File: config.mk
export PLATFORM = sky130hd
export DESIGN_NAME = prog_streamer
export DESIGN_NICKNAME = d
export VERILOG_FILES = /design/src/rtl/prog_streamer_pkg.sv /design/src/rtl/prog_buffer.sv /design/src/rtl/prog_streamer.sv
export SDC_FILE = /design/constraint.sdc
export NUM_CORES = 1
export LEC_CHECK = 0
export BUFFER_PORTS_ARGS = -buffer_cell sky130_fd_sc_hd__buf_2
export CAP_MARGIN = 20
export CORE_MARGIN = 3
export CORE_UTILIZATION = 40
export CTS_BUF_LIST = sky130_fd_sc_hd__clkbuf_4
export DETAILED_ROUTE_END_ITERATION = 16
export SLEW_MARGIN = 20
export SYNTH_ARGS = -nofsm -noshare
export SYNTH_HDL_FRONTEND = slang
export SYNTH_SLANG_ARGS = --single-unit
File: constraint.sdc
create_clock -name clk -period 2.8 [get_ports clk]
set_clock_uncertainty 0.15 [all_clocks]
set_input_delay 0.7 -clock clk [delete_from_list [all_inputs] [get_ports clk]]
set_output_delay 0.7 -clock clk [all_outputs]
set_load 0.05 [all_outputs]
File: src/rtl/prog_streamer_pkg.sv
// Shared constants for the programming streamer: FSM state encodings,
// core NOOP words, default geometry and the byte-pair word packer.
package prog_streamer_pkg;

  localparam int DEPTH_DEF  = 8;
  localparam int WORD_W_DEF = 16;

  localparam logic [1:0] ST_IDLE   = 2'd0;
  localparam logic [1:0] ST_CPURST = 2'd1;
  localparam logic [1:0] ST_STREAM = 2'd2;
  localparam logic [1:0] ST_DONE   = 2'd3;

  // Bit 0 of the core bus selects execution (1) vs programming (0) mode.
  localparam logic [15:0] NOOP_EXEC = 16'h0001;
  localparam logic [15:0] NOOP_PROG = 16'h0000;

  // Only the upper seven bits of the low byte survive; bit 0 is forced to
  // programming mode.
  function automatic logic [15:0] pack_word(input logic [7:0] hi,
                                            input logic [6:0] lo7);
    return {hi, lo7, 1'b0};
  endfunction

endpackage

File: src/rtl/prog_buffer.sv
// DEPTH x WORD_W register file holding program words: one write port,
// one asynchronous read port, synchronous reset and clear.
module prog_buffer #(
  parameter int DEPTH  = 8,
  parameter int WORD_W = 16,
  localparam int IDX_W = $clog2(DEPTH)
) (
  input  logic              clk,
  input  logic              rst_n,
  input  logic              clr,
  input  logic              wr_en,
  input  logic [IDX_W-1:0]  wr_addr,
  input  logic [WORD_W-1:0] wr_data,
  input  logic [IDX_W-1:0]  rd_addr,
  output logic [WORD_W-1:0] rd_data
);

  logic [WORD_W-1:0] mem [DEPTH];

  // NOTE: this array is reset on purpose -- unwritten slots must read back as
  // programming-mode zero words, so it builds as flops rather than a RAM macro.
  always_ff @(posedge clk) begin
    if (!rst_n || clr) begin
      mem <= '{default: '0};
    end else if (wr_en) begin
      mem[wr_addr] <= wr_data;
    end
  end

  assign rd_data = mem[rd_addr];

endmodule

File: src/rtl/prog_streamer.sv
// Collects host bytes into program words, then holds the core in reset for
// one cycle and streams every buffer slot onto the core's input bus.
module prog_streamer
  import prog_streamer_pkg::*;
#(
  parameter int DEPTH  = DEPTH_DEF,
  parameter int WORD_W = WORD_W_DEF
) (
  input  logic                     clk,
  input  logic                     rst_n,
  input  logic [7:0]               wr_data,
  input  logic                     wr_valid,
  output logic                     wr_ready,
  input  logic                     start,
  output logic                     busy,
  output logic                     done,
  output logic [$clog2(DEPTH):0]   count,
  output logic [WORD_W-1:0]        prog_bus,
  output logic                     cpu_rst_n
);

  localparam int IDX_W = $clog2(DEPTH);
  localparam int CNT_W = IDX_W + 1;

  logic [1:0]        state, state_nxt;
  logic [IDX_W-1:0]  idx, idx_nxt;
  logic              phase;
  logic [6:0]        low_hi7;
  logic              start_acc, wr_acc, wr_en, clr;
  logic [WORD_W-1:0] wr_word, rd_data, bus_nxt;

  assign start_acc = start && (state == ST_IDLE);
  // start takes priority over a byte offered in the same cycle.
  assign wr_ready  = (state == ST_IDLE) && (count < CNT_W'(DEPTH)) && !start;
  assign wr_acc    = wr_valid && wr_ready;
  assign wr_en     = wr_acc && phase;
  assign wr_word   = WORD_W'(pack_word(wr_data, low_hi7));
  assign clr       = (state_nxt == ST_DONE);

  prog_buffer #(.DEPTH(DEPTH), .WORD_W(WORD_W)) u_buf (
    .clk     (clk),
    .rst_n   (rst_n),
    .clr     (clr),
    .wr_en   (wr_en),
    .wr_addr (count[IDX_W-1:0]),
    .wr_data (wr_word),
    .rd_addr (idx_nxt),
    .rd_data (rd_data)
  );

  // NOTE: every always_comb output gets a default first so no path leaves it
  // unassigned, which would otherwise infer a latch.
  always_comb begin
    state_nxt = state;
    idx_nxt   = idx;
    case (state)
      ST_IDLE:   if (start_acc) state_nxt = ST_CPURST;
      ST_CPURST: begin
        state_nxt = ST_STREAM;
        idx_nxt   = '0;
      end
      ST_STREAM: begin
        if (idx == IDX_W'(DEPTH - 1)) state_nxt = ST_DONE;
        else                          idx_nxt   = idx + IDX_W'(1);
      end
      ST_DONE:   state_nxt = ST_IDLE;
      default:   state_nxt = ST_IDLE;
    endcase
  end

  // The bus is registered from next-state values so it lines up with the
  // state it belongs to; slots at or above count always emit a zero word.
  always_comb begin
    bus_nxt = WORD_W'(NOOP_EXEC);
    if (state_nxt == ST_STREAM) begin
      bus_nxt = ({1'b0, idx_nxt} < count) ? rd_data : WORD_W'(NOOP_PROG);
    end
  end

  // NOTE: sequential state uses non-blocking assignments only, so every
  // register samples pre-edge values regardless of statement order.
  always_ff @(posedge clk) begin
    if (!rst_n) begin
      state     <= ST_IDLE;
      idx       <= '0;
      count     <= '0;
      phase     <= 1'b0;
      low_hi7   <= '0;
      busy      <= 1'b0;
      done      <= 1'b0;
      cpu_rst_n <= 1'b0;
      prog_bus  <= WORD_W'(NOOP_EXEC);
    end else begin
      state     <= state_nxt;
      idx       <= idx_nxt;
      busy      <= (state_nxt == ST_CPURST) || (state_nxt == ST_STREAM);
      done      <= (state_nxt == ST_DONE);
      cpu_rst_n <= (state_nxt != ST_CPURST);
      prog_bus  <= bus_nxt;

      if (clr)        count <= '0;
      else if (wr_en) count <= count + CNT_W'(1);

      // An accepted start drops any half-received word.
      if (start_acc) begin
        phase <= 1'b0;
      end else if (wr_acc) begin
        phase <= ~phase;
        if (!phase) low_hi7 <= wr_data[7:1];
      end
    end
  end

endmodule

* Yosys cells after proc, flatten, opt, wreduce, memory -nomap -nowiden
Index checks and enable logic that the tools add are counted.
** Cells by class
- Add/sub/neg operators :: 2
- Order comparisons :: 5
- Equality and inequality tests :: 8
- Muxes and demuxes :: 12
- Bitwise gates (word level) :: 5
- Reductions and logical operators :: 16
** Operators with widths (number)
- $bwmux 128 :: 1
- $bmux 16 s3 :: 1
- $demux 16 s3 :: 1
- $mux 16 :: 3
- $eq 2x2->1 const B :: 4
- $ge 4x4->1 const B :: 2
- $not 3->4 :: 2
- $pmux 2 s4 :: 1
- $logic_and 1x1->1 :: 6
- $pmux 3 s2 :: 1
- $reduce_and 3->1 :: 2
- $add 4x1->4 const B :: 1
- $eq 2x1->1 const B :: 2
- $lt 3x4->1 :: 1
- $lt 4x1->1 const B :: 1
- $lt 4x4->1 const B :: 1
- $mux 2 :: 2
- $reduce_or 2->1 :: 2
- $add 3x1->3 const B :: 1
- $eq 3x3->1 const B :: 1
- $mux 3 :: 1
- $not 1->1 :: 3
- $logic_not 1->1 :: 2
- $logic_not 2->1 :: 1
- other kinds (4) :: 5
** Storage, ports and cells
- Flip-flop bits (word level) :: 164
- Input port bits :: 12
- Output and inout port bits :: 24
- Logic and storage cells :: 66

* Longest topological paths before layout
- Depth after elaboration :: 8
- Depth in mapped cells :: 13
- Mapped depth without buffers :: 11

* Modules after synthesis
From an unflattened synthesis, not the netlist that was laid out.
** Second synthesis, totals
- Cells, all modules :: 808
- Area, all modules :: 7225.7 µm²
** By module, submodules not included
- prog_buffer :: instances 1, cells an instance 648, area each 5751.8 µm²
- prog_streamer :: instances 1, cells an instance 160, area each 1473.9 µm²

* Worst setup path before layout
Ideal clock, no wire load.
- Path kind :: register -> register
- From :: register state[0]
- To :: register prog_bus[10]
- Setup time :: 0.117 ns
- Data arrival time :: 2.616 ns
- Data required time :: 2.533 ns
- Setup slack :: -0.083 ns
- Stages on the path, launching flop included :: 14
- Cell sequence :: dfxtp_1 -> inv_1 -> ha_1 -> inv_2 -> o2bb2ai_1 -> a41oi_1 -> inv_2 -> clkbuf_1 -> ha_1 -> nand2_1 -> a211oi_2 -> nor3_2 -> buf_2 -> a32o_1
** On the way
- Word-level cells in the longest chain between the ends :: 6
- Elaborated cells between the ends (all ways) :: 16
** RTL lines
- start, declared :: RTL line prog_streamer.sv:25 : logic [1:0] state, state_nxt;
- start signal, assigned :: RTL line prog_streamer.sv:94 : state <= state_nxt;
- $logic_not 2->1 :: RTL line prog_streamer.sv:32, prog_streamer.sv:56
- $logic_and 1x1->1 :: RTL line prog_streamer.sv:32 : assign start_acc = start && (state == ST_IDLE);
- $mux 2 :: RTL line prog_streamer.sv:57 : ST_IDLE: if (start_acc) state_nxt = ST_CPURST;
- $pmux 2 s4 (*) :: RTL line prog_streamer.sv:56 : case (state)
- net state_nxt[1] :: RTL line prog_streamer.sv:25
- $eq 2x2->1 (*) :: RTL line prog_streamer.sv:75 : if (state_nxt == ST_STREAM) begin
- $reduce_and 3->1 (no source line) (*)
- end signal, assigned :: RTL line prog_streamer.sv:92 : prog_bus <= WORD_W'(NOOP_EXEC);
- end signal, assigned :: RTL line prog_streamer.sv:99 : prog_bus <= bus_nxt;
- end, declared :: RTL line prog_streamer.sv:18 : output logic [WORD_W-1:0] prog_bus,
The timed path passes the listed nets; every way through them passes the cells marked *. The select of a mux whose other input is x is not followed.
A chain may end at the register's enable or synchronous reset.

* Final worst setup path
- From :: register state[0]
- To :: output port wr_ready
** On the way
- Word-level cells in the longest chain between the ends :: 3
** RTL lines
- $logic_not 2->1 :: RTL line prog_streamer.sv:34 : assign wr_ready = (state == ST_IDLE) && (count < CNT_W'(DEPTH)) && !start;
- $logic_and 1x1->1 (2 in series) :: RTL line prog_streamer.sv:34
- end, declared :: RTL line prog_streamer.sv:13 : output logic wr_ready,
Every way passes these cells.

==> impl_metrics.toml <==
[timing]
period_needed_ns = 2.67
period_share_pct = 95.5
grt_setup_unrepaired = "no"
whs_ns = 0.279
hold_viol = 0
slew_headroom_pct = 56.1
maxSlewViolCount = 0
tns_ns = 0
setup_violations = 0
worst_pin_slew_ns = 0.659
max_freq_mhz = 374

[finish]
final_cell_mix = "173 x mux2i_1, 155 x dfxtp_1, 123 x nor2_1, 66 x nand2_1, 34 x buf_2"
utilization_pct = 45.7
synthToLayoutAreaGrowth_pct = 11.5
n_fill_cell = 1592
layout-drive-gt1-share_pct = 16.1
final_net_count = 747
finalInstanceArea_sq_mm = 0.00757
final_common_cell = "mux2i_1"

[floorplanning]
initial_core_util_pct = 41.0
die-area_sq_mm = 0.0186
coreArea_sq_mm = 0.0166
io_pins = 36
dieWidth_um = 136
row_count = 47
die_h_um = 136

[worst_setup_path]
slowest_delay_ns = 0.35
worst_setup_path_start_kind = "flip-flop"
critPathTopFamily = "buffers and inverters"
regToRegSetupSlack_ns = 0.18
worstSetupEndpointType = "primary output"
crit_path_max_fanout = 5
cp.required_ns = 1.95
cp_slowest_cell = "dfxtp_2"
critPathArrivalTime_ns = 1.82
crit_chain = "inv_1, ha_2, nor3b_4, clkbuf_4"
worstSetupPathType = "reg -> out"
worst-path-buf-inv = 2

[global_routing]
use_met1_pct = 22.1
grt-busiest-layer = "met2"
grt_max_degree = 48
use_met2_pct = 31.8
grt_pass1_wl_um = 26100
antenna_found_initial = 1
overflow = 0
grt_pass1_vias = 5015
grtUsageTotal_pct = 18.3
grt_use_met3_pct = 3.55

[clocking]
clk_path_buf_depth = 2
cts.root.buffer_cell = "clkbuf_4"
numCtsBuffers = 17
clk_latency_ns = 0.56
hold_buffers = 0
tritoncts = "built"
htreeDepth = 4
clock-sinks = 156
clkSlewWorstSetupHoldPaths_ns = 0.13

[yosys]
yosys_warnings = 0
async_flop_share_pct = 0
netlist_area_sq_mm = 0.00679
synth.area.top_cells = "dfxtp_1 46%, mux2i_1 25%, nor2_1 6.8%"
avgSynthCellArea_sq_um = 9.73
synthDistinctLibCells = 40
netlist_instances = 698
synth_nets = 720
synth_edf_count = 0
yosysTopAreaCell = "dfxtp_1"
synth_seq_cells = 156
synth_top_area_share_pct = 46.0
synthFlopType = "dfxtp_1"
synth_seq_area_share_pct = 46.0

[pwr]
p_leak_nw = 3.72
p_per_area_mw_per_mm2 = 642
pwr-share-comb_pct = 23.6
fin_total_pwr_mw = 4.86
power.internal_mw = 3.25
pwr-share-clk_pct = 28.5
power_switching_share_pct = 33.1
ir_drop_uv = 282
p_seq_share_pct = 48.0
power.switching_mw = 1.61

[drt]
finalWirelength_um = 16200
postRouteAntennaNets = 0
first_iter_violations = 434
wl_per_cell_um = 16.9
drt_pass1_iterations = 5
vias = 4925
via_per_inst = 5.14
drc = 0

[placed_design]
io_buffers = 35
dp_hpwl_um = 10200
gp_congestion = 0.760
placed_area_sq_mm = 0.00723

[status]
status = "completed"

[run]
drv_cap = 0

[min_path]
worstHoldPathType = "in -> reg"
-- metrics by stage --
step / setup WS, ns / cells
after global placement: -0.312 / 924
final: 0.126 / 959
after detailed placement: -0.0481 / 924
after CTS: 0.00119 / 957
after global routing: 0.00832 / 959
after floorplan: 0.00797 / 698
-- synthesized netlist by cell type (2+ instances only) --
cell type,instances
a32o_1,15
or3_1,3
a21oi_1,5
ha_1,10
nand2_1,66
clkbuf_1,36
inv_1,7
nor2b_1,10
nor2_1,123
nand3_1,31
buf_2,14
buf_6,8
buf_12,3
dfxtp_1,156
mux2i_1,173
nand2b_1,2
o21ai_0,2
or4_1,3
nand4_1,3
and2_1,7
inv_2,2
-- registers in the layout, summed over array words and instances, names as in the netlist --
name       cells
u_buf.mem    120
prog_bus      16
low_hi7        7
count          4
idx            3
state          2
busy           1
cpu_rst_n      1
done           1
phase          1
-- timing repair --
action	CTS	global route
gates resized for setup	0	4
setup endpoints to repair	15	16
endpoints found under the hold margin	0	0
pin swaps	1	1
setup buffers	1	1
-- power groups by stage --
stage	combinational [mW]	clock (mW)	sequential [mW]
3_5_place_dp	1.14	0	2.38
3_3_place_gp	1.12	0	2.37
5_1_grt	1.24	1.52	2.34
4_1_cts	1.15	1.43	2.33
6_report	1.15	1.38	2.33
2_1_floorplan	0.679	0	2.43
-- kinds of logic after synthesis --
logic type,count (synthesis),synth area share (%)
AOI/OAI and AO/OA,29,3.68
and+or+nand+nor,256,16.8
DFF,156,46.0
muxes,173,25.5
buffers and inverters,72,5.90
xor gates and xnor gates,2,0.258
adders and majority gates,10,1.84
-- worst min-delay path, delay by kind of cell --
kind / cells / cell delay (ns)
and+or+nand+nor: 1 / 0.06
buffers and inverters: 2 / 0.21
-- layout make-up --
cell class	instances	area (sq um)	share of cell area, %
Timing Repair Buffer	71	514	6.79
Inverter	9	33.8	0.446
Sequential cell	156	3120	41.3
Multi-Input combinational cell	470	3330	44.0
Antenna cell	1	2.50	0.0330
Tap cell	220	275	3.64
Clock inverter	15	165	2.18
Clock buffer	17	128	1.69
-- path summary, 6_finish.rpt --
kind / from / end / cells after the start
max reg2reg: state[1] / prog_bus[7] / 13
max: state[0] / wr_ready / 4
min: rst_n / prog_bus[0] / 3
min reg2reg: u_buf.mem[47] / u_buf.mem[47] / 2
-- layer usage --
layer	vias up	share of wire, %
met4	0	2.1
met5	-	0
met3	23	2.6
li1	2416	-
met1	2419	44
met2	67	51
(Power assumes the default switching activity.)
